--- src/rtl/chunked_serial_adder.sv ---
// Multi-cycle unsigned adder: walks two WIDTH-bit operands CHUNK bits per clock
// through a ripple chain of 1-bit full-adder cells, carrying between slices
// in a register. Result and final carry are held until the next accepted start.
module chunked_serial_adder #(
  parameter int WIDTH = 16,
  parameter int CHUNK = 4
) (
  input  logic             i_clk,
  input  logic             i_rst,
  input  logic             i_start,
  input  logic [WIDTH-1:0] i_a,
  input  logic [WIDTH-1:0] i_b,
  input  logic             i_cin,
  output logic             o_busy,
  output logic             o_done,
  output logic [WIDTH-1:0] o_sum,
  output logic             o_cout
);

  // state  | meaning
  // S_IDLE | waiting for start; sum/cout hold the last result
  // S_ADD  | one slice added per cycle, carry kept in r_carry
  // S_DONE | result valid, done pulses for this single cycle

  localparam int NSLICE = WIDTH / CHUNK;
  localparam int IDXW   = (NSLICE > 1) ? $clog2(NSLICE) : 1;
  localparam logic [IDXW-1:0] LAST_IDX = IDXW'(NSLICE - 1);

  if ((CHUNK < 1) || ((WIDTH % CHUNK) != 0)) begin : g_bad_params
    $error("chunked_serial_adder: WIDTH must be a positive multiple of CHUNK");
  end

  typedef enum logic [1:0] {
    S_IDLE = 2'd0,
    S_ADD  = 2'd1,
    S_DONE = 2'd2
  } state_t;

  state_t r_state;
  state_t w_state_nxt;
  logic   r_busy;
  logic   r_done;
  logic   w_busy_nxt;
  logic   w_done_nxt;

  logic [WIDTH-1:0] r_op_a;
  logic [WIDTH-1:0] r_op_b;
  logic [WIDTH-1:0] r_sum;
  logic             r_carry;
  logic             r_cout;
  logic [IDXW-1:0]  r_idx;

  int               w_base;
  logic [CHUNK-1:0] w_slice_a;
  logic [CHUNK-1:0] w_slice_b;
  logic [CHUNK-1:0] w_slice_sum;
  logic [CHUNK:0]   w_chain;
  logic             w_last;

  assign w_base    = int'(r_idx) * CHUNK;
  assign w_slice_a = r_op_a[w_base +: CHUNK];
  assign w_slice_b = r_op_b[w_base +: CHUNK];
  assign w_last    = (r_idx == LAST_IDX);

  // Ripple chain of full-adder cells fed by the registered inter-slice carry
  assign w_chain[0] = r_carry;
  for (genvar gi = 0; gi < CHUNK; gi++) begin : g_fa
    assign w_slice_sum[gi] = w_slice_a[gi] ^ w_slice_b[gi] ^ w_chain[gi];
    assign w_chain[gi+1]   = (w_slice_a[gi] & w_slice_b[gi]) |
                             (w_chain[gi] & (w_slice_a[gi] ^ w_slice_b[gi]));
  end

  // State register plus registered busy/done so outputs come straight from flops
  always_ff @(posedge i_clk) begin
    if (i_rst) begin
      r_state <= S_IDLE;
      r_busy  <= 1'b0;
      r_done  <= 1'b0;
    end else begin
      r_state <= w_state_nxt;
      r_busy  <= w_busy_nxt;
      r_done  <= w_done_nxt;
    end
  end

  // Next-state decode; busy/done are derived from the state being entered
  always_comb begin
    w_state_nxt = r_state;
    case (r_state)
      S_IDLE:  if (i_start) w_state_nxt = S_ADD;
      S_ADD:   if (w_last)  w_state_nxt = S_DONE;
      S_DONE:  w_state_nxt = S_IDLE;
      default: w_state_nxt = S_IDLE;
    endcase
    w_busy_nxt = (w_state_nxt == S_ADD);
    w_done_nxt = (w_state_nxt == S_DONE);
  end

  // Datapath: operand capture on start, one slice written back per ADD cycle
  always_ff @(posedge i_clk) begin
    if (i_rst) begin
      r_op_a  <= '0;
      r_op_b  <= '0;
      r_sum   <= '0;
      r_carry <= 1'b0;
      r_cout  <= 1'b0;
      r_idx   <= '0;
    end else begin
      case (r_state)
        S_IDLE: begin
          if (i_start) begin
            r_op_a  <= i_a;
            r_op_b  <= i_b;
            r_carry <= i_cin;
            r_idx   <= '0;
            r_sum   <= '0;
          end
        end
        S_ADD: begin
          r_sum[w_base +: CHUNK] <= w_slice_sum;
          r_carry                <= w_chain[CHUNK];
          if (w_last) begin
            r_cout <= w_chain[CHUNK];
          end else begin
            // idx stops on the last slice so it never wraps mid-operation
            r_idx <= r_idx + 1'b1;
          end
        end
        default: ;
      endcase
    end
  end

  assign o_busy = r_busy;
  assign o_done = r_done;
  assign o_sum  = r_sum;
  assign o_cout = r_cout;

endmodule
--- config.mk ---
export PLATFORM = sky130hd
export DESIGN_NAME = chunked_serial_adder
export DESIGN_NICKNAME = d
export VERILOG_FILES = /design/src/rtl/chunked_serial_adder.sv
export SDC_FILE = /design/constraint.sdc
export NUM_CORES = 1
export LEC_CHECK = 0
export BUFFER_PORTS_ARGS = -buffer_cell sky130_fd_sc_hd__clkbuf_2
export CAP_MARGIN = 10
export CORE_UTILIZATION = 53
export DETAILED_ROUTE_END_ITERATION = 16
export PLACE_DENSITY_LB_ADDON = 0.08
export SETUP_SLACK_MARGIN = 0.5
export SLEW_MARGIN = 20
export SYNTH_ARGS = -nofsm -noshare
export SYNTH_HDL_FRONTEND = slang
export SYNTH_SLANG_ARGS = --single-unit
export TNS_END_PERCENT = 5
--- constraint.sdc ---
create_clock -name i_clk -period 3.2 [get_ports i_clk]
set_input_delay 0.16 -clock i_clk [delete_from_list [all_inputs] [get_ports i_clk]]
set_output_delay 0.16 -clock i_clk [all_outputs]
set_load 0.01 [all_outputs]
==> metrics, run 1 <==
Initial Utilization 55.5%; CTS root buf clkbuf_8; cell mode on critical path fa_2; first-pass GRT wire length 8.40 mm; final instance area 2840 um^2; hpwl dp 3.51 mm; actual slew at the worst max-slew pin 0.873 ns; Period minus WS final 2.61 ns; Synth Area in Compound Gates 14.9%; post-synthesis mux area share 9.60%; Clock Path Buffers 2; critical path's top delay family adder cells; Ys Warns 0; via density per instance 5.39; Critical path buffers and inverters 4; final hold vios 0; highest-count cells in the layout ignoring fill and taps nand2_1 (66), clkbuf_2 (54), dfxtp_1 (54); clock slew at reported path FFs 0.09 ns; number of global-route vias before repair 1765; syn nets 302; setup_tns 0 ns; Seq pwr share 58.2%; worst setup path class reg2reg; # Max-Cap Violations 0; # port buffers 54; CP max stage delay 0.48 ns; flops & latches, synth 56; initial antenna violation count 0; Synth Area in Adders 5.31%; core region area 4410 um^2; Setup-failing EPs final 0; die area 4900 um^2; cell accounting for the most synthesized area dfxtp_1; CP max stage cell fa_2; Post-CTS Hold Buffers 0; Place WS 0.394 ns; die height 70.0 um; Synth-to-Final Area Change 16.0%; sequential area share after synthesis 45.7%; Max VDD drop 0.258 mV; synthesized area per cell 9.50 um^2; cells along the critical path mux4_2, inv_2, fa_1, inv_1, fa_2, inv_2, fa_2, inv_1, fa_2, a22o_1; internal power 960 uW; number of flops mapped to enable cells by yosys 0; DRC 0; synthesized area 2450 um^2; GP Congestion 0.839; via count 1951; most common cell after layout, fill and taps aside nand2_1; worst clock skew 0.00651 ns; average wire per standard cell 13.7 um; largest family of logic cells by synthesized area simple AND/OR/NAND/NOR gates; Slew Viols, Final 0; Final period util 81.4%; IO Pins 55; Unique masters post-synth 34; status complete, no violations; Achievable Freq 0.384 GHz; post-route ant nets 0; ant diodes 0; top cells by area, synth dfxtp_1 (46%), nand2_1 (10%), a21oi_1 (7.6%); TritonCTS Sinks 56; clock power share 26.8%; CTS tree yes; Simple-Gate Fraction of Synth Area 17.5%; GRT Resource Usage Total 21.6%; FFs w/ async S/R, synth 0%; num rows 24; Critical Path End Type flop; CP Max Fanout 4; final wirelength 4.97 mm; Num CTS Buffers 5; Min-Delay Path Class in2reg; Yosys top cell area share 45.7%; clk_lat worst skew 0.30 ns; drt initial violations 98; ys flop type dfxtp_1; arrival time worst endpoint 2.81 ns; P_sw 334 uW; RSZ-0062 raised after global routing false; Syn Inst Count 258; drt first pass iters 4; dpl cell area 2710 um^2; Critical Path Source Type flop; layout cells sized above 1 29.7%; Sw Ratio 25.8%; headroom to the max-slew limit 41.8%; Logic pwr share 15.0%; CTS H-tree depth 2; largest net degree at the start of global routing 46; Worst Slack Setup Final 0.594 ns; Crit path required time 3.40 ns; Pwr Density 455 nW/um^2; Leak 0.00120 uW; Synth Area in XOR/XNOR 0%; chip width 70.0 um; GRT overflow 0; final net count 356
==> metrics by stage <==
stage | util (%) | instances | hold slack (ns) | power [uW]
4_1_cts | 63.5 | 358 | 0.0672 | 1300
3_5_place_dp | 61.3 | 351 | 0.390 | 955
5_1_grt | 64.4 | 362 | 0.0630 | 1350
6_report | 64.4 | 362 | 0.0692 | 1290
3_3_place_gp | 61.3 | 351 | 0.383 | 953
2_1_floorplan | - | 258 | 0.296 | 900
==> flip-flops by register name, summed over array words and instances, names as in the netlist <==
signal / flops
r_idx: 2
r_carry: 1
o_busy: 1
o_cout: 1
o_sum: 16
o_done: 1
r_state: 2
r_op_b: 16
r_op_a: 16
==> worst min-delay path: stages <==
cell and delay (ns):
clkbuf_2 0.08, nand2_1 0.04, a21oi_1 0.05
==> metal layers <==
layer / global-route usage, % / vias up / wire [um]
met5: 0 / - / 0
met4: 8.00 / 0 / 80
met3: 3.75 / 8 / 181
met2: 32.8 / 43 / 2270
met1: 30.8 / 910 / 2440
li1: - / 990 / -
==> path summary, 6_finish.rpt <==
check             slack (ns)  cells past startpoint        from          to
hold reg to reg         0.46                      2  r_op_a[14]  r_op_a[14]
setup reg to reg        0.59                     10    r_idx[1]   o_sum[11]
hold / removal          0.07                      3     i_a[10]  r_op_a[10]
setup / recovery        0.59                     10    r_idx[1]   o_sum[11]
==> power by group through the flow <==
stage               sequential (uW)  clock, uW  combinational, uW
detailed placement              770          0                185
finish                          753        347                194
floorplan                       759          0                141
CTS                             752        353                192
global placement                769          0                184
global route                    757        378                219
==> synthesized netlist by cell type, drive strengths merged, types with 2 or more instances <==
master,number
nand3,5
clkbuf,5
nand2,66
a22o,8
o2bb2ai,8
mux4,8
nor2,3
and3,4
a21oi,37
buf,12
mux2,4
a31oi,2
ha,4
nand2b,2
fa,4
inv,14
nor3b,3
dfxtp,56
==> layout make-up <==
class | instances | area [um^2]
Sequential cell | 56 | 1130
Timing Repair Buffer | 64 | 357
Multi-Input combinational cell | 171 | 1170
Inverter | 14 | 52.6
Tap cell | 52 | 65.1
Clock buffer | 5 | 68.8
Fill cell | 399 | 1570
==> kinds of logic after synthesis <==
| logic type | count (synthesis) |
|---|---|
| AND/OR/NAND/NOR | 91 |
| flip-flops | 56 |
| buffers and inverters | 31 |
| AO/OA/AOI/OAI | 59 |
| multiplexers | 13 |
| adder cells (fa/ha/maj) | 8 |
==> repair_timing <==
| action | in CTS | in global routing |
|---|---|---|
| pin swaps | 0 | 3 |
| setup buffers | 2 | 4 |
| setup endpoints to repair | 5 | 5 |
| gates resized for setup | 4 | 7 |
(Power assumes the default switching activity.)
==> run 2, diff against run 1 <==
ABC_AREA = 1   (was not set)
CORE_UTILIZATION = 54   (was 53)
clock period = 2.5 ns   (was 3.2 ns; I/O delays follow)
==> metrics, run 2 <==
status complete, but fails checks; failing checks design-rule violations, negative setup slack; dpl cell area 2910 um^2 (+7.5%); most common cell after layout, fill and taps aside nor2_1; clock slew at reported path FFs 0.09 ns (about the same); die height 71.0 um (+1.4%); critical path launch point r_idx[0]; hpwl dp 4.06 mm (+15%); final instance area 3050 um^2 (+7.2%); average wire per standard cell 11.9 um (-13%); WL met1 2.85 mm (+17%); Pwr Density 629 nW/um^2 (+38%); via density per instance 5.13 (-4.9%); final net count 463 (+30%); most common cell in the netlist nor2_1; Achievable Freq 0.392 GHz (+2.2%); clock power share 27.2% (+0.4 points); CP max stage cell fa_2; arrival time worst endpoint 2.74 ns (-0.07 ns); Syn Inst Count 362 (+40%); P_sw 546 uW (+64%); IO Pins 55 (unchanged); DRC 5 (+5); DR top layer met4; highest-count cells in the layout ignoring fill and taps nor2_1 (116), clkbuf_2 (54), dfxtp_1 (54); post-route ant nets 0 (unchanged); headroom to the max-slew limit 32.8% (-9.0 points); Post-CTS Hold Buffers 0 (unchanged); internal power 1370 uW (+43%); Critical Path End Type flop; worst setup path class reg2reg; WL met2 2.46 mm (+8.3%); Post-Place Cells 463 (+32%); R2R Path Start r_idx[0]; # port buffers 54 (unchanged); Synth-to-Final Area Change 18.7%; Critical path buffers and inverters 5 (+1); Leak 0.00143 uW (+19%); core region area 4470 um^2 (+1.4%); Num CTS Buffers 5 (unchanged); # Max-Cap Violations 0 (unchanged); sequential area share after synthesis 43.7% (-2.1 points); Clock Path Buffers 2 (unchanged); clk_lat worst skew 0.31 ns (about the same); first-pass GRT wire length 9.68 mm (+15%); GRT Resource Usage Total 24.2% (+2.6 points); drt initial violations 208 (+110%); final wirelength 5.62 mm (+13%); largest net degree at the start of global routing 49 (+6.5%); GRT overflow 0 (unchanged); ant diodes 0 (unchanged); chip width 71.0 um (+1.4%); TritonCTS Sinks 56 (unchanged); Logic pwr share 21.1% (+6.1 points); synthesized area per cell 7.09 um^2 (-25%); GP Congestion 0.910 (+8.5%); Setup-failing EPs final 4 (+4); Ys Warns 0 (unchanged); final hold vios 0 (unchanged); met3 wire len 219 um (+21%); initial antenna violation count 0 (unchanged); FFs w/ async S/R, synth 0% (unchanged); drt first pass iters 11 (+7); Critical Path Source Type flop; Place WS -0.225 ns (-0.618 ns); layout cells sized above 1 22.7% (-7.0 points); RSZ-0062 raised after global routing true; ys flop type dfxtp_1; num rows 24 (unchanged); synthesized area 2570 um^2 (+4.7%); die area 5030 um^2 (+2.7%); CTS H-tree depth 2 (unchanged); cell accounting for the most synthesized area dfxtp_1; Min-Delay Path Class in2reg; CP max stage delay 0.45 ns (-0.03 ns); CP Max Fanout 6 (+2); Seq pwr share 51.7% (-6.5 points); Max VDD drop 0.407 mV (+57%); Initial Utilization 57.4% (+1.9 points); actual slew at the worst max-slew pin 1.01 ns (+0.134 ns); Min-Delay Startpoint i_a[1]; Slew Viols, Final 0 (unchanged); CTS root buf clkbuf_8; number of global-route vias before repair 2153 (+22%); via count 2415 (+24%); Crit path required time 2.69 ns (-0.71 ns); CTS tree yes; worst clock skew 0.00399 ns (-0.00252 ns); cell mode on critical path fa_2; syn nets 406 (+34%); total power 1920 uW (+48%); Worst Slack Setup Final -0.0501 ns (-0.644 ns); Yosys top cell area share 43.7% (-2.1 points); number of flops mapped to enable cells by yosys 0 (unchanged); Final period util 102% (+21 points); Period minus WS final 2.55 ns (-0.0558 ns); Finished Layout Cells 471 (+30%); setup_tns -0.142 ns (-0.142 ns); top cells by count, synth nor2_1 (117), dfxtp_1 (56), o21ai_0 (45); top cells by area, synth dfxtp_1 (44%), nor2_1 (17%), o21ai_0 (8.8%); Sw Ratio 28.5% (+2.7 points); critical path's top delay family adder cells; cells along the critical path inv_4, nor2_1, o22a_1, fa_2, inv_2, fa_2, inv_2, fa_2, inv_2, fa_2, nand3_2, inv_1, nand2_1, a21oi_1; Unique masters post-synth 20 (-41%); flops & latches, synth 56 (unchanged)
## run 2: changes by cell type after synthesis, moves of 11 or more
cell | before | now
nor2_1 | 3 | 117
o21ai_0 | 1 | 45
nand2_1 | 66 | 40
a21oi_1 | 37 | 12
nand3_1 | 5 | 17
inv_1 | 14 | 25
## run 2: path summary, 6_finish.rpt
path | cells past startpoint | slack [ns] | end
max | 14 | -0.05 | o_sum[7]
min | 3 | 0.05 | r_op_a[1]
max reg2reg | 14 | -0.05 | o_sum[7]
min reg2reg | 2 | 0.49 | r_op_b[7]
## run 2: metal layers
layer | GRT usage (%) | vias up
li1 | - | 1266
met1 | 34.4 | 1084
met2 | 38.2 | 54
met3 | 3.99 | 11
met4 | 6.89 | 0
met5 | 0 | -
## run 2: power groups by stage
stage	Sequential [uW]	Clock (uW)	Combinational (uW)
floorplan	1000	0	287
global placement	1010	0	384
detailed placement	1010	0	388
CTS	990	536	399
global route	998	565	464
finish	991	520	405
## run 2: through the flow
stage               utilization (%)  hold slack (ns)
floorplan                         -            0.270
global placement               65.0            0.362
detailed placement             65.0            0.369
CTS                            67.8           0.0477
global route                   68.1           0.0637
finish                         68.1           0.0485
## run 2: tightest hold or removal path, stage by stage
cell      delay, ns
clkbuf_2       0.07
o21ai_1        0.06
nor2_1         0.07
## run 2: logic make-up after synthesis
kind of cell | after synthesis | share of synthesized area (%)
DFF | 56 | 43.7
and+or+nand+nor | 183 | 28.5
buffers and inverters | 45 | 8.33
adders and majority gates | 8 | 5.07
AOI/OAI and AO/OA | 70 | 14.4
## run 2: layout make-up
| cell class | instances | area (um^2) |
|---|---|---|
| fillers | 415 | 1430 |
| repair buffers | 70 | 398 |
| well taps | 52 | 65.1 |
| inverters | 25 | 101 |
| multi-input cells | 261 | 1260 |
| clock buffers | 7 | 96.3 |
| flip-flops and latches | 56 | 1130 |
## run 2: timing repair
action                                 CTS  global route
endpoints found under the hold margin    0             0
setup buffers                            1             0
resized for setup                       13             5
setup endpoints to repair               14            14
pin swaps                               13             6
